### config.mk
export PLATFORM = sky130hd
export DESIGN_NAME = dmem_bus_bridge_flat
export DESIGN_NICKNAME = d
export VERILOG_FILES = /design/src/rtl/dmem_bus_bridge_pkg.sv /design/src/rtl/dmem_bus_bridge_if.sv /design/src/rtl/dmem_bus_bridge_timeout_ctr.sv /design/src/rtl/dmem_bus_bridge.sv /design/src/flat_wrapper.sv
export SDC_FILE = /design/constraint.sdc
export NUM_CORES = 1
export LEC_CHECK = 0
export CORE_UTILIZATION = 35
export DETAILED_ROUTE_END_ITERATION = 10
export PLACE_DENSITY_LB_ADDON = 0.3
export SETUP_SLACK_MARGIN = 0.2
export SYNTH_ARGS = -nofsm -noshare
export SYNTH_HDL_FRONTEND = slang
export SYNTH_HIERARCHICAL = 1
export SYNTH_SLANG_ARGS = --single-unit
export TNS_END_PERCENT = 10
### constraint.sdc
create_clock -name clk -period 2.69 [get_ports clk]
set_clock_uncertainty 0.1 [all_clocks]
set_input_delay 0.269 -clock clk [delete_from_list [all_inputs] [get_ports clk]]
set_output_delay 0.269 -clock clk [all_outputs]
set_load 0.02 [all_outputs]
### src/rtl/dmem_bus_bridge_pkg.sv
// Shared types and constants for the data-memory bus bridge.
package dmem_bus_bridge_pkg;

  typedef enum logic [1:0] {StIdle, StReq, StWait, StDone} dmem_state_t;

  localparam logic [31:0] ERR_DATA_DEFAULT = 32'hDEAD_BEEF;

  // Width that can hold the values 0 through cycles.
  function automatic int unsigned ctr_width(int unsigned cycles);
    return $clog2(cycles + 1);
  endfunction

endpackage

### src/rtl/dmem_bus_bridge_if.sv
// Core-side request and external memory bus signals of the data-memory bridge.
interface dmem_bus_bridge_if;
  logic [31:0] core_addr;
  logic [31:0] core_wdata;
  logic        core_write;
  logic        core_read;
  logic [31:0] core_rdata;
  logic        core_stall;
  logic        bus_req_valid;
  logic        bus_req_ready;
  logic [31:0] bus_addr;
  logic [31:0] bus_wdata;
  logic        bus_we;
  logic        bus_rsp_valid;
  logic [31:0] bus_rsp_data;
  logic        bus_err;

  modport master (
    input  core_addr, core_wdata, core_write, core_read, bus_req_ready, bus_rsp_valid,
           bus_rsp_data,
    output core_rdata, core_stall, bus_req_valid, bus_addr, bus_wdata, bus_we, bus_err
  );

  modport slave (
    output core_addr, core_wdata, core_write, core_read, bus_req_ready, bus_rsp_valid,
           bus_rsp_data,
    input  core_rdata, core_stall, bus_req_valid, bus_addr, bus_wdata, bus_we, bus_err
  );
endinterface

### src/rtl/dmem_bus_bridge_timeout_ctr.sv
// Bus timeout counter: tc_o flags the cycle in which the count would reach TIMEOUT_CYCLES.
module dmem_timeout_ctr
  import dmem_bus_bridge_pkg::*;
#(
  parameter int unsigned TIMEOUT_CYCLES = 255
) (
  input  logic clk,
  input  logic reset,
  input  logic clr_i,
  input  logic en_i,
  output logic tc_o
);
  localparam int unsigned CntW = ctr_width(TIMEOUT_CYCLES);

  logic [CntW-1:0] cnt_q, cnt_d;

  always_comb begin
    cnt_d = cnt_q;
    if (clr_i) begin
      cnt_d = '0;
    end else if (en_i) begin
      cnt_d = cnt_q + CntW'(1);
    end
  end

  assign tc_o = en_i && (cnt_q == CntW'(TIMEOUT_CYCLES - 1));

  always_ff @(posedge clk) begin
    if (!reset) begin
      cnt_q <= '0;
    end else begin
      cnt_q <= cnt_d;
    end
  end
endmodule

### src/rtl/dmem_bus_bridge.sv
// Data-memory bus bridge: core load/store to valid/ready bus with stall and timeout.
// Optional one-entry last-read buffer enabled by defining DMEM_LAST_READ_BUF_EN.
module dmem_bus_bridge
  import dmem_bus_bridge_pkg::*;
#(
  parameter int unsigned TIMEOUT_CYCLES = 255,
  parameter logic [31:0] ERR_DATA       = ERR_DATA_DEFAULT
) (
  input logic               clk,
  input logic               reset,
  dmem_bus_bridge_if.master dmem
);
  dmem_state_t state_q, state_d;
  logic [31:0] addr_q, addr_d, wdata_q, wdata_d, rdata_q, rdata_d;
  logic        we_q, we_d, err_q, err_d;
  logic        req, stall, ctr_clr, ctr_en, ctr_tc;
  logic        rsp_done, timeout_evt;
  logic        buf_hit;
  logic [31:0] buf_data;
  logic        unused_addr;

  assign req         = dmem.core_read | dmem.core_write;
  assign unused_addr = ^dmem.core_addr[1:0];
  assign ctr_en      = (state_q == StReq) || (state_q == StWait);

  dmem_timeout_ctr #(
    .TIMEOUT_CYCLES(TIMEOUT_CYCLES)
  ) u_timeout_ctr (
    .clk  (clk),
    .reset(reset),
    .clr_i(ctr_clr),
    .en_i (ctr_en),
    .tc_o (ctr_tc)
  );

  always_comb begin
    state_d     = state_q;
    addr_d      = addr_q;
    wdata_d     = wdata_q;
    we_d        = we_q;
    rdata_d     = rdata_q;
    err_d       = err_q;
    stall       = 1'b0;
    ctr_clr     = 1'b0;
    rsp_done    = 1'b0;
    timeout_evt = 1'b0;
    unique case (state_q)
      StIdle: begin
        stall = req;
        if (buf_hit) begin
          rdata_d = buf_data;
          state_d = StDone;
        end else if (req) begin
          addr_d  = {dmem.core_addr[31:2], 2'b00};
          wdata_d = dmem.core_wdata;
          we_d    = dmem.core_write;
          ctr_clr = 1'b1;
          state_d = StReq;
        end
      end
      StReq: begin
        stall = 1'b1;
        if (ctr_tc) begin
          timeout_evt = 1'b1;
        end else if (dmem.bus_req_ready) begin
          state_d = StWait;
        end
      end
      StWait: begin
        stall = 1'b1;
        // A response arriving in the timeout cycle still completes normally.
        if (dmem.bus_rsp_valid) begin
          rsp_done = 1'b1;
          if (!we_q) begin
            rdata_d = dmem.bus_rsp_data;
          end
          state_d = StDone;
        end else if (ctr_tc) begin
          timeout_evt = 1'b1;
        end
      end
      StDone: begin
        state_d = StIdle;
      end
      default: begin
        state_d = StIdle;
      end
    endcase
    if (timeout_evt) begin
      err_d   = 1'b1;
      state_d = StDone;
      if (!we_q) begin
        rdata_d = ERR_DATA;
      end
    end
  end

`ifdef DMEM_LAST_READ_BUF_EN
  logic        buf_valid_q;
  logic [29:0] buf_tag_q;
  logic [31:0] buf_data_q;

  assign buf_hit  = (state_q == StIdle) && dmem.core_read && !dmem.core_write &&
                    buf_valid_q && (buf_tag_q == dmem.core_addr[31:2]);
  assign buf_data = buf_data_q;

  always_ff @(posedge clk) begin
    if (!reset) begin
      buf_valid_q <= 1'b0;
      buf_tag_q   <= '0;
      buf_data_q  <= '0;
    end else if (timeout_evt) begin
      buf_valid_q <= 1'b0;
    end else if (rsp_done) begin
      if (!we_q) begin
        buf_valid_q <= 1'b1;
        buf_tag_q   <= addr_q[31:2];
        buf_data_q  <= dmem.bus_rsp_data;
      end else if (buf_valid_q && (buf_tag_q == addr_q[31:2])) begin
        buf_data_q  <= wdata_q;
      end
    end
  end
`else
  assign buf_hit  = 1'b0;
  assign buf_data = '0;
`endif

  always_ff @(posedge clk) begin
    if (!reset) begin
      state_q <= StIdle;
      addr_q  <= '0;
      wdata_q <= '0;
      we_q    <= 1'b0;
      rdata_q <= '0;
      err_q   <= 1'b0;
    end else begin
      state_q <= state_d;
      addr_q  <= addr_d;
      wdata_q <= wdata_d;
      we_q    <= we_d;
      rdata_q <= rdata_d;
      err_q   <= err_d;
    end
  end

  assign dmem.core_rdata    = rdata_q;
  assign dmem.core_stall    = stall;
  assign dmem.bus_req_valid = (state_q == StReq);
  assign dmem.bus_addr      = addr_q;
  assign dmem.bus_wdata     = wdata_q;
  assign dmem.bus_we        = we_q;
  assign dmem.bus_err       = err_q;
endmodule

### src/flat_wrapper.sv
// flat-port wrapper written by rule: the top's interface ports become plain ports
module dmem_bus_bridge_flat import dmem_bus_bridge_pkg::*;
#(
  parameter int unsigned TIMEOUT_CYCLES = 255,
  parameter logic [31:0] ERR_DATA       = ERR_DATA_DEFAULT
)
  (clk, reset, dmem_core_addr, dmem_core_wdata, dmem_core_write, dmem_core_read, dmem_bus_req_ready, dmem_bus_rsp_valid, dmem_bus_rsp_data, dmem_core_rdata, dmem_core_stall, dmem_bus_req_valid, dmem_bus_addr, dmem_bus_wdata, dmem_bus_we, dmem_bus_err);
  dmem_bus_bridge_if dmem_i ();
  input logic clk;
  input logic reset;
  input wire logic [$bits(dmem_i.core_addr)-1:0] dmem_core_addr;
  input wire logic [$bits(dmem_i.core_wdata)-1:0] dmem_core_wdata;
  input wire logic [$bits(dmem_i.core_write)-1:0] dmem_core_write;
  input wire logic [$bits(dmem_i.core_read)-1:0] dmem_core_read;
  input wire logic [$bits(dmem_i.bus_req_ready)-1:0] dmem_bus_req_ready;
  input wire logic [$bits(dmem_i.bus_rsp_valid)-1:0] dmem_bus_rsp_valid;
  input wire logic [$bits(dmem_i.bus_rsp_data)-1:0] dmem_bus_rsp_data;
  output wire logic [$bits(dmem_i.core_rdata)-1:0] dmem_core_rdata;
  output wire logic [$bits(dmem_i.core_stall)-1:0] dmem_core_stall;
  output wire logic [$bits(dmem_i.bus_req_valid)-1:0] dmem_bus_req_valid;
  output wire logic [$bits(dmem_i.bus_addr)-1:0] dmem_bus_addr;
  output wire logic [$bits(dmem_i.bus_wdata)-1:0] dmem_bus_wdata;
  output wire logic [$bits(dmem_i.bus_we)-1:0] dmem_bus_we;
  output wire logic [$bits(dmem_i.bus_err)-1:0] dmem_bus_err;
  assign dmem_i.core_addr = dmem_core_addr;
  assign dmem_i.core_wdata = dmem_core_wdata;
  assign dmem_i.core_write = dmem_core_write;
  assign dmem_i.core_read = dmem_core_read;
  assign dmem_i.bus_req_ready = dmem_bus_req_ready;
  assign dmem_i.bus_rsp_valid = dmem_bus_rsp_valid;
  assign dmem_i.bus_rsp_data = dmem_bus_rsp_data;
  assign dmem_core_rdata = dmem_i.core_rdata;
  assign dmem_core_stall = dmem_i.core_stall;
  assign dmem_bus_req_valid = dmem_i.bus_req_valid;
  assign dmem_bus_addr = dmem_i.bus_addr;
  assign dmem_bus_wdata = dmem_i.bus_wdata;
  assign dmem_bus_we = dmem_i.bus_we;
  assign dmem_bus_err = dmem_i.bus_err;
  dmem_bus_bridge #(.TIMEOUT_CYCLES(TIMEOUT_CYCLES), .ERR_DATA(ERR_DATA)) u_core (.clk(clk), .reset(reset), .dmem(dmem_i));
endmodule
==> impl_metrics.json <==
{
  "ant_nets": 0,
  "layout_common_cells": "196 x clkdlybuf4s50_1, 129 x nand2_1, 106 x dfxtp_1, 91 x a21oi_1, 32 x mux2i_1",
  "ios": 202,
  "rsz0062_at_grt": "no",
  "finalWorstPathRequiredPeriod_ns": 2.03,
  "muxShareOfSynthArea_pct": 7.97,
  "top_layer": "met4",
  "hpwl_um": 7950,
  "whs_path_depth": 2,
  "synth_cell_types": 37,
  "cp_max_fo": 11,
  "leakage_nw": 2.53,
  "final_common_cell": "clkdlybuf4s50_1",
  "fin_nets": 745,
  "hold_ws_ns": 0.351,
  "power_mw": 5.43,
  "seq_area_frac_synth_pct": 52.8,
  "avgSynthCellArea_um2": 8.86,
  "grt_max_degree": 89,
  "hp-class": "reg2reg",
  "cp.arrival_ns": 1.66,
  "cts_max_path_buffers": 2,
  "synth_seq_cells": 106,
  "tightest_slew_ns": 0.667,
  "worstHoldEndpoint": "u_core/dmem.bus_addr[8]",
  "syn_to_final_growth_pct": 57.0,
  "synth_edf_count": 0,
  "syn_inst": 454,
  "drc": 0,
  "cts.sinks": 106,
  "layout_setup_ws_ns": 0.660,
  "dr_total_vias": 3740,
  "die_x_um": 109,
  "cts_tree": "built",
  "grt_pass1_wl_um": 16900,
  "clk_latency_ns": 0.34,
  "grt_pass1_vias": 3573,
  "met1_length_um": 4700,
  "grt_usage_pct": 18.3,
  "pwr_density_cell_nw_per_um2": 860,
  "start_util_pct": 36.5,
  "clk_pin_slew_worst_paths_ns": 0.07,
  "chipHeight_um": 109,
  "required_ns": 2.32,
  "ff2ff_setup_slack_ns": 0.71,
  "yosys_warnings": 6,
  "drtIter0Drc": 139,
  "synthAdderAreaFrac_pct": 1.87,
  "r2r_cells": 7,
  "synthXorXnorAreaFrac_pct": 0.871,
  "detail_route.vias_per_cell": 4.79,
  "synth_top_family_by_area": "simple AND/OR/NAND/NOR gates",
  "synthFlopType": "dfxtp_1",
  "period_share_pct": 75.5,
  "gp_congestion": 0.715,
  "tns_ns": 0,
  "start_kind": "flip-flop",
  "worstHoldStart": "u_core/dmem.bus_addr[8]",
  "timing.rr.start": "u_core/state_q[1]",
  "first_pass_iters": 4,
  "path_class": "reg2out",
  "relSlewSlack_pct": 55.5,
  "slew_viol_final": 0,
  "antenna_found_initial": 0,
  "finalSetupViolations": 0,
  "io_buffers": 197,
  "core_um2": 11000,
  "reg2reg_to": "u_core/dmem.core_rdata[2]",
  "wl_per_cell_um": 14.4,
  "pre_cts_ws_ns": 0.486,
  "wl_met3_um": 924,
  "die-area_um2": 11900,
  "synth_compound_area_share_pct": 14.6,
  "ir_drop_v": 0.000787,
  "max_cap_violations": 0,
  "synth_area_um2": 4020,
  "synth-simple-area-share_pct": 16.6,
  "fmax_ghz": 0.492,
  "async_reset_ff_share_pct": 0,
  "layout-drive-gt1-share_pct": 4.06,
  "rows": 38,
  "met2RoutedLength_um": 5380,
  "cts_made_buffers": 9,
  "critical_path.endpoint_type": "output pin",
  "wirelength_um": 11200,
  "htree_levels": 3,
  "cts_root_buffer": "clkbuf_16",
  "status": "finished, final reports clean",
  "overflow": 0,
  "antenna_cells": 0,
  "hold_violations": 0
}
## through the flow
| step | utilization, % | cell area [um^2] | std cells |
|---|---|---|---|
| after floorplan | - | 4030 | 455 |
| after global placement | 54.8 | 6050 | 766 |
| after detailed placement | 54.8 | 6050 | 766 |
| after CTS | 57.2 | 6310 | 780 |
| after global routing | 57.2 | 6310 | 780 |
| final | 57.2 | 6310 | 780 |
## synthesized netlist by cell type (4+ instances only)
cell type  instances  area [um^2]
nor2_1             8         30.0
inv_1              4         15.0
nor3_1             8         40.0
clkbuf_1          10         37.5
buf_6              5         56.3
dfxtp_1          106         2120
nand2_1          129          484
buf_2             13         65.1
buf_4              4         30.0
mux2i_1           32          320
ha_1               6         75.1
a21oi_1           91          455
## per-layer routing
layer | vias to the layer above | global-route usage, %
met1 | 1711 | 21.5
li1 | 1881 | -
met4 | 0 | 7.81
met3 | 13 | 4.72
met2 | 135 | 31.4
met5 | - | 0
## flip-flops by register name, summed over array words and instances, names as in the netlist
name,count
u_core/u_timeout_ctr/cnt_q,8
u_core/dmem.core_rdata,32
u_core/dmem.bus_wdata,32
u_core/state_q,2
u_core/dmem.bus_err,1
u_core/dmem.bus_addr,30
u_core/dmem.bus_we,1
## report_power, final
part / internal, mW / switching, mW / total (mW)
Combinational: 0.980 / 1.20 / 2.18
Sequential: 1.89 / 0.176 / 2.06
Clock: 0.644 / 0.544 / 1.19
## area by class of cell
class	instances	area (um^2)
clock buffer	12	246
clock inverter	2	15.0
fill	1000	4720
inverter	6	22.5
multi-input combinational	311	1700
sequential	106	2120
tap	140	175
timing repair buffer	203	2030
## repair_timing
item,in CTS,in global routing
hold buffers,0,0
endpoints found under the hold margin,0,0
gates resized for setup,0,2
setup buffers,0,0
setup endpoints to repair,0,1
## cells by family (layout without fill, tap and decap cells)
kind of cell,count (synthesis),after routing
buf+inv,38,223
flops,106,106
other cells,1,2
mux,32,32
xor+xnor,4,4
simple gates,161,161
compound gates,106,106
fa+ha+maj,6,6
## critical path: stages (launching register included)
cell and delay, ns:
dfxtp_1 0.33, inv_1 0.12, ha_2 0.25, o21ai_4 0.08, inv_2 0.17, nor2_1 0.06, nor2_1 0.09, dlymetal6s2s_1 0.24
## worst max path at each step
stage	startpoint	endpoint	depth (start not counted)
floorplan	u_core/state_q[0]	u_core/dmem.core_rdata[10]	9
global placement	dmem_core_write	dmem_core_stall	6
detailed placement	dmem_core_write	dmem_core_stall	6
CTS	u_core/state_q[0]	dmem_core_stall	7
global route	u_core/state_q[0]	dmem_core_stall	7
finish	u_core/state_q[0]	dmem_core_stall	7
Note: power is estimated with default switching activity, not from simulation.
